`config.mk`:
```
export PLATFORM = sky130hd
export DESIGN_NAME = fifo_level_tracker
export DESIGN_NICKNAME = d
export VERILOG_FILES = /design/src/rtl/fifo_pkg.sv /design/src/rtl/fifo_ptr_wrap.sv /design/src/rtl/fifo_level_tracker.sv
export SDC_FILE = /design/constraint.sdc
export NUM_CORES = 1
export LEC_CHECK = 0
export ABC_AREA = 1
export CAP_MARGIN = 5
export CORE_AREA = 3 3 40 42
export DETAILED_ROUTE_END_ITERATION = 8
export DIE_AREA = 0 0 43 45
export PLACE_DENSITY_LB_ADDON = 0.2
export SYNTH_ARGS = -nofsm -noshare
export SYNTH_HDL_FRONTEND = slang
export SYNTH_HIERARCHICAL = 1
export SYNTH_SLANG_ARGS = --single-unit
```
`constraint.sdc`:
```
create_clock -name clk -period 2.1 [get_ports clk]
set_input_delay 0.42 -clock clk [delete_from_list [all_inputs] [get_ports clk]]
set_output_delay 0.42 -clock clk [all_outputs]
set_load 0.005 [all_outputs]
```
`src/rtl/fifo_pkg.sv`:
```
// Shared sizing helpers for the FIFO level tracker.
// Pointer width is ceil_log2(DEPTH), at least one bit.
package fifo_pkg;

  localparam int AF_OFFSET = 1;

  function automatic int ceil_log2(input int n);
    int r;
    r = 0;
    for (int i = 0; i < 31; i++)
      if ((1 << i) < n) r = i + 1;
    return r;
  endfunction

  function automatic int ptr_width(input int depth);
    return (ceil_log2(depth) < 1) ? 1 : ceil_log2(depth);
  endfunction

endpackage

```
`src/rtl/fifo_ptr_wrap.sv`:
```
// Modulo-DEPTH address register with increment enable.
// Wraps DEPTH-1 -> 0 so non-power-of-two depths never alias.
module fifo_ptr_wrap
  import fifo_pkg::*;
#(
  parameter int DEPTH = 4,
  localparam int W = ptr_width(DEPTH)
) (
  input  logic         clk,
  input  logic         reset,
  input  logic         i_inc,
  output logic [W-1:0] o_ptr
);

  logic [W-1:0] r_ptr;

  always_ff @(posedge clk or negedge reset) begin
    if (!reset)
      r_ptr <= '0;
    else if (i_inc)
      r_ptr <= (r_ptr == W'(DEPTH - 1)) ? '0 : r_ptr + W'(1);
  end

  assign o_ptr = r_ptr;

endmodule

```
`src/rtl/fifo_level_tracker.sv`:
```
// Occupancy, pointer and flag controller for a single-clock FIFO.
// Sticky overflow/underflow exist only with FIFO_LEVEL_TRACKER_ERR_EN.
module fifo_level_tracker
  import fifo_pkg::*;
#(
  parameter int DEPTH    = 4,
  parameter int AF_LEVEL = DEPTH - AF_OFFSET,
  parameter int AE_LEVEL = 1,
  localparam int PTR_W   = ptr_width(DEPTH),
  localparam int CNT_W   = PTR_W + 1
) (
  input  logic             clk,
  input  logic             reset,
  input  logic             push,
  input  logic             pop,
  input  logic             err_clr,
  output logic             wr_en,
  output logic             rd_en,
  output logic [PTR_W-1:0] wr_ptr,
  output logic [PTR_W-1:0] rd_ptr,
  output logic [CNT_W-1:0] level,
  output logic             full,
  output logic             empty,
  output logic             almost_full,
  output logic             almost_empty,
  output logic             overflow,
  output logic             underflow
);

  logic [CNT_W-1:0] r_level;
  logic             w_full;
  logic             w_empty;
  logic             w_wr_en;
  logic             w_rd_en;

  assign w_full  = (r_level == CNT_W'(DEPTH));
  assign w_empty = (r_level == '0);

  // Qualified on registered level: a pop never makes room for a same-cycle push
  assign w_wr_en = push & ~w_full;
  assign w_rd_en = pop & ~w_empty;

  always_ff @(posedge clk or negedge reset) begin
    if (!reset)
      r_level <= '0;
    else if (w_wr_en & ~w_rd_en)
      r_level <= r_level + CNT_W'(1);
    else if (~w_wr_en & w_rd_en)
      r_level <= r_level - CNT_W'(1);
  end

  fifo_ptr_wrap #(.DEPTH(DEPTH)) u_wr_ptr (
    .clk   (clk),
    .reset (reset),
    .i_inc (w_wr_en),
    .o_ptr (wr_ptr)
  );

  fifo_ptr_wrap #(.DEPTH(DEPTH)) u_rd_ptr (
    .clk   (clk),
    .reset (reset),
    .i_inc (w_rd_en),
    .o_ptr (rd_ptr)
  );

  assign wr_en        = w_wr_en;
  assign rd_en        = w_rd_en;
  assign level        = r_level;
  assign full         = w_full;
  assign empty        = w_empty;
  assign almost_full  = (r_level >= CNT_W'(AF_LEVEL));
  assign almost_empty = (r_level <= CNT_W'(AE_LEVEL));

`ifdef FIFO_LEVEL_TRACKER_ERR_EN
  logic r_ovf;
  logic r_udf;

  // Set has priority over clear
  always_ff @(posedge clk or negedge reset) begin
    if (!reset) begin
      r_ovf <= 1'b0;
      r_udf <= 1'b0;
    end else begin
      if (push & w_full)      r_ovf <= 1'b1;
      else if (err_clr)       r_ovf <= 1'b0;
      if (pop & w_empty)      r_udf <= 1'b1;
      else if (err_clr)       r_udf <= 1'b0;
    end
  end

  assign overflow  = r_ovf;
  assign underflow = r_udf;
`else
  logic w_unused;
  assign w_unused  = err_clr;
  assign overflow  = 1'b0;
  assign underflow = 1'b0;
`endif

endmodule
```
==> results.md, run 1 <==
- Reg2reg start: level[0]
- CP Buf/Inv Count: 3
- Initial Utilization: 37.9%
- Period Utilization, post-route: 94.4%
- Number of synthesized flops with an enable pin: 0
- Die Wd: between 40 and 50 um
- CP startpoint kind: flop
- Highest ir drop seen on vdd: 0.731 mV
- Yosys top cell by area: dfrtp_1
- # rows: 13
- IO buf count: 16
- Vias/cell: 4.35
- Cells after Synth: 65
- Async SR Flop Fraction: 100%
- Fin nets: 103
- Clock Skews: 0.00575 ns
- Setup Total Neg Slack: 0 ns
- Total core area: 1280 um^2
- Largest net degree at the start of global routing: 9
- Sink Count: 7
- Synth top cells by count: nand2_1 (21), inv_1 (13), ha_1 (8)
- Setup slack, reg-to-reg: 0.35 ns
- Static leakage: 0.000448 uW
- Clock transition at the registers of the reported paths: approximately 0.050 ns
- RSZ-0062 raised after global routing: no
- Hold crit path type: in2async
- Final ANT Viol Nets: 0
- Worst setup EP type: output pin
- Reg2reg path depth: 12
- Family with the most delay on the worst path: buffers and inverters
- FMAX: 504 MHz
- Outcome: completed
- Antenna violations before repair: 0
- Pwr Total: 1120 uW
- Number of CTS-inserted buffers: 3
- Initial DRC count: 2
- Pre-CTS setup slack: 0.0669 ns
- Vias in the first global route: 435
- Hold_buf cts: 0
- Final Util: a little under three fifths
- Via count: about 450
- Power per standard cell area: about 1500 nW/um^2
- Data required, critical path: about 1.7 ns
- Cell with the most instances after synthesis: nand2_1
- Arr. time, crit path: 1.56 ns
- CP max FO: 4
- DRT Pass-1 Iters: 3
- Warnings, synthesis: 6
- Setup ws final: 0.117 ns
- DR WL/cell: between 9 and 10 um
- Final hold vios: 0
- Synth top area cells: dfrtp_1 (36%), ha_1 (21%), nand2_1 (16%), inv_1 (10%), nor2_1 (4.6%)
- Critical path class: reg2out
- Synth Cell Area: 487 um^2
- Area Overhead vs Synth: 51.7%
- Max cap viols: 0
- Crit path largest cell delay: ~0.50 ns
- Seq/Total Area, Yosys: ~36%
- Slowest-stage cell, CP: clkdlybuf4s50_1
- Final setup viols: 0
- Mean post-synth cell area: 7.49 um^2
- DP HPWL: 768 um
- Tot GR Track Use: between 10% and 20%
- Critical Path Stages: 5
- Reg-to-Reg End: level[2]
- Clock root cell: clkbuf_4
- Routability cong.: 0.766
- Detailed Route WL: 1020 um
- Congestion Overflow GR: 0
- TritonCTS clock tree: yes
- Diodes inserted: 0
- Top_reg_cell synth: dfrtp_1
- # DRC: 0
- Register bit total from synthesis: 7
- Full die area: 1940 um^2
- H-tree depth: 1
- DIE HEIGHT: 45 um
- Final Slew Violations: 0
- Synth top area share: 36.0%
- Global-route wire length before repair: 1760 um
- Num ports: 20
- Clock buffer depth: 2
- Unique masters post-synth: 11
- Share of cells above drive strength 1: 14.6%
- CP Cell Sequence: inv_2, ha_2, nand2_1, inv_1, clkdlybuf4s50_1
- Skew-Pair Late Insertion Delay: 0.25 ns
- Final Critical Period: 1.98 ns
[state kept, by name, indices dropped and copies added (netlist names)]
| signal | cells |
|---|---|
| level | 3 |
| u_wr_ptr/o_ptr | 2 |
| u_rd_ptr/o_ptr | 2 |
[stage by stage]
stage | hold slack [ns] | area, um^2 | instances
floorplan | 0.124 | 490 | 66
finish | 0.427 | 738 | 104
global route | 0.436 | 738 | 104
global placement | 0.485 | 677 | 98
detailed placement | 0.493 | 677 | 98
CTS | 0.430 | 723 | 104
[cells by family after synthesis]
logic type | synth area share, %
DFF | 36.0
and+or+nand+nor | 21.9
adders and majority gates | 20.6
buffers and inverters | 13.1
xor gates and xnor gates | 3.60
other | 0.770
AOI/OAI and AO/OA | 4.11
[cell usage in the layout (no fill, tap or decap)]
cell / n
a21oi_2: 1
buf_4: 5
clkbuf_1: 1
clkbuf_4: 3
clkdlybuf4s50_1: 11
conb_1: 2
dfrtp_1: 6
dfrtp_2: 1
dlygate4sd2_1: 1
dlymetal6s2s_1: 4
ha_1: 7
ha_2: 1
inv_1: 12
inv_2: 1
nand2_1: 21
nand3_1: 1
nor2_1: 6
o21ai_0: 2
o21ai_2: 1
xnor2_1: 2
[layout make-up]
cell class / instances / area, um^2
fill: 125 / 547
tap: 15 / 18.8
sequential: 7 / 176
clock buffer: 4 / 26.3
multi-input combinational: 44 / 262
timing repair buffer: 21 / 206
inverter: 13 / 48.8
[what timing repair did]
action                     CTS  global route
cloned                       0             0
setup endpoints to repair    3             4
buffers inserted             2             0
hold endpoints to repair     0             0
gates resized for setup      5             6
[where the power goes]
part           internal (uW)  switching (uW)
Combinational            400             314
Clock                   72.4            48.3
Sequential               209            76.0
[worst reg2reg max path, delay by kind of cell, from the launching register on]
family	cells	cell delay [ns]
AND/OR/NAND/NOR	4	0.23
flip-flops	1	0.41
adder cells (fa/ha/maj)	2	0.52
buffers and inverters	5	0.43
AO/OA/AOI/OAI	1	0.07
[metal layers]
layer	part of all wire [%]	global-route usage [%]	routed length, um	up-vias
met1	42	14.7	427	197
met5	0	0	0	-
met4	0.59	4.22	6	0
met2	51	19.2	520	16
li1	-	-	-	237
met3	6.6	6.77	68	2
[worst max path at each step]
stage	endpoint	start	slack [ns]
after floorplan	level[2]	level[0]	0.37
after global placement	rd_en	pop	0.09
after CTS	rd_en	level[0]	0.01
after detailed placement	rd_en	level[0]	0.07
final	full	level[0]	0.12
after global routing	full	level[0]	0.01
No activity file was read; power rests on OpenSTA's default activity.
==> run 2: changes to the inputs <==
CAP_MARGIN = 20   (was 5)
==> results of run 2 <==
Final layout, timing and power as in run 1 (identical DEF).
==> run 3: changes to the inputs <==
CTS_CLUSTER_DIAMETER = 100   (was unset)
PLACE_DENSITY = 0.78   (was unset)
PLACE_DENSITY_LB_ADDON = unset   (was 0.2)
==> run 3 against run 2 <==
Sequential share of layout area hardly changed. Sequential power hardly changed. Via count is 0.66% lower. Global-route usage is 0.88 points higher. Power is 2.3% higher. Critical path depth stayed put. Utilization is 0.097 points higher. Maximum frequency is 0.65% lower. Flip-flop and latch count stayed put. Clock power hardly changed. Critical path type unchanged. Die area stayed put. Clock-buffer cell count stayed put.
==> results.md, run 3 (synthesis results as in run 1) <==
- H-tree depth: 1 (unchanged)
- FMAX: 501 MHz (-0.65%)
- Global-route wire length before repair: 1850 um (+5.1%)
- Share of cells above drive strength 1: 15.6% (+0.95 points)
- Reg2reg start: level[0]
- CP Cell Sequence: inv_2, ha_2, inv_1, nor2_1, clkdlybuf4s50_1
- Setup Total Neg Slack: 0 ns (unchanged)
- Setup ws final: 0.104 ns (-0.0129 ns)
- Most common cell after layout, fill and taps aside: nand2_1
- Clock buffer depth: 2 (unchanged)
- # rows: 13 (unchanged)
- DIE HEIGHT: 45 um (unchanged)
- Fin nets: 104 (+0.97%)
- DP HPWL: 845 um (+10%)
- Most frequent cells in the layout: nand2_1 (21), clkdlybuf4s50_1 (12), inv_1 (11)
- Clock Skews: 0.00118 ns (-0.00457 ns)
- Worst setup path end: empty
- Routability cong.: 0.747 (-2.4%)
- Arr. time, crit path: 1.58 ns (+0.02 ns)
- RSZ-0062 raised after global routing: no
- Period Utilization, post-route: 95.0% (+0.61 points)
- Reg2reg path depth: 12 (unchanged)
- Diodes inserted: 0 (unchanged)
- Post-DP Area: 669 um^2 (-1.1%)
- Final ANT Viol Nets: 0 (unchanged)
- DRT Pass-1 Iters: 4 (+1)
- Full die area: 1940 um^2 (unchanged)
- Skew-Pair Late Insertion Delay: 0.25 ns (about the same)
- Static leakage: 0.000436 uW (-2.7%)
- Tot GR Track Use: 13.3% (+0.88 points)
- CP startpoint kind: flop
- Critical Path Start: level[0]
- Number of flip-flops in the largest register: 3 (unchanged)
- Crit path largest cell delay: 0.51 ns (about the same)
- Antenna violations before repair: 0 (unchanged)
- IO buf count: 16 (unchanged)
- Highest ir drop seen on vdd: 0.623 mV (-15%)
- Congestion Overflow GR: 0 (unchanged)
- Num ports: 20 (unchanged)
- Largest net degree at the start of global routing: 9 (unchanged)
- Final hold vios: 0 (unchanged)
- Vias/cell: 4.28 (-1.6%)
- Worst setup EP type: output pin
- Clock transition at the registers of the reported paths: 0.05 ns (about the same)
- Total core area: 1280 um^2 (unchanged)
- Reg-to-Reg End: level[2]
- Area Overhead vs Synth: 51.9%
- Fin area: 739 um^2 (+0.17%)
- Vias in the first global route: 422 (-3.0%)
- TritonCTS clock tree: yes
- Initial Utilization: 37.9% (unchanged)
- Clock root cell: clkbuf_4
- Hold_buf cts: 0 (unchanged)
- Final setup viols: 0 (unchanged)
- Setup slack, reg-to-reg: 0.34 ns (about the same)
- CP max FO: 3 (-1)
- Number of CTS-inserted buffers: 3 (unchanged)
- Die Wd: 43 um (unchanged)
- Hold crit path type: in2async
- Max cap viols: 0 (unchanged)
- Detailed Route WL: 1130 um (+10%)
- Outcome: completed
- Final Slew Violations: 0 (unchanged)
- Sink Count: 7 (unchanged)
- Initial DRC count: 5 (+3)
- Pre-CTS setup slack: 0.104 ns (+0.0368 ns)
- Data required, critical path: 1.68 ns (about the same)
- Via count: 449 (-0.66%)
- DR WL/cell: 10.7 um (+9.2%)
- Power per standard cell area: 1550 nW/um^2 (+2.1%)
- Final Critical Period: 2.00 ns (+0.0129 ns)
- Critical path class: reg2out
- Slowest-stage cell, CP: clkdlybuf4s50_1
- # DRC: 0 (unchanged)
[run 3: changes by cell type in the layout (fill, tap and decap cells not counted), sizes merged]
cell           delta
dlymetal6s2s      -1
clkdlybuf4s50     +1
buf               +1
[run 3: worst min-delay path by stage]
| stage | from | end | cells past startpoint |
|---|---|---|---|
| 3_5_place_dp | u_wr_ptr/o_ptr[1] | u_wr_ptr/o_ptr[1] | 2 |
| 4_1_cts | reset | level[2] | 1 |
| 5_1_grt | reset | u_wr_ptr/o_ptr[1] | 1 |
| 6_report | reset | level[2] | 1 |
| 3_3_place_gp | u_rd_ptr/o_ptr[1] | u_rd_ptr/o_ptr[1] | 2 |
| 2_1_floorplan | reset | level[0] | 0 |
[run 3: final cells by class]
| type | instances | area [um^2] |
|---|---|---|
| inverters | 13 | 48.8 |
| repair buffers | 22 | 211 |
| flip-flops and latches | 7 | 176 |
| clock buffers | 4 | 26.3 |
| well taps | 15 | 18.8 |
| multi-input cells | 44 | 258 |
| fillers | 123 | 546 |
[run 3: layer usage]
metal | track usage (%) | wire [um]
met5 | 0 | 0
met4 | 9.04 | 0
met3 | 1.20 | 36
met2 | 24.3 | 666
met1 | 14.5 | 424
[run 3: repair_timing]
item | CTS | global route
gates resized for setup | 5 | 5
endpoints found under the setup margin | 4 | 3
buffers inserted | 2 | 2
endpoints found under the hold margin | 0 | 0
cloned | 0 | 0
[run 3: critical path, delay by kind of cell (launching register included)]
family	cells	cell delay (ns)
flip-flops	1	0.42
AND/OR/NAND/NOR	1	0.08
adder cells (fa/ha/maj)	1	0.18
buffers and inverters	3	0.65
[run 3: report_power, final]
part	leakage (uW)	switching (uW)	internal (uW)
logic	0.000338	323	411
clock network	0.0000150	51.3	72.6
registers	0.0000833	78.0	209
total	0.000436	452	692
[run 3: through the flow]
step                power, uW  util [%]  instances  hold slack (ns)
CTS                      1130      55.3        103            0.433
finish                   1140      57.5        105            0.434
floorplan                 617         -         66            0.124
global route             1280      57.5        105            0.444
global placement          918      52.1         97            0.483
detailed placement        957      52.1         97            0.510
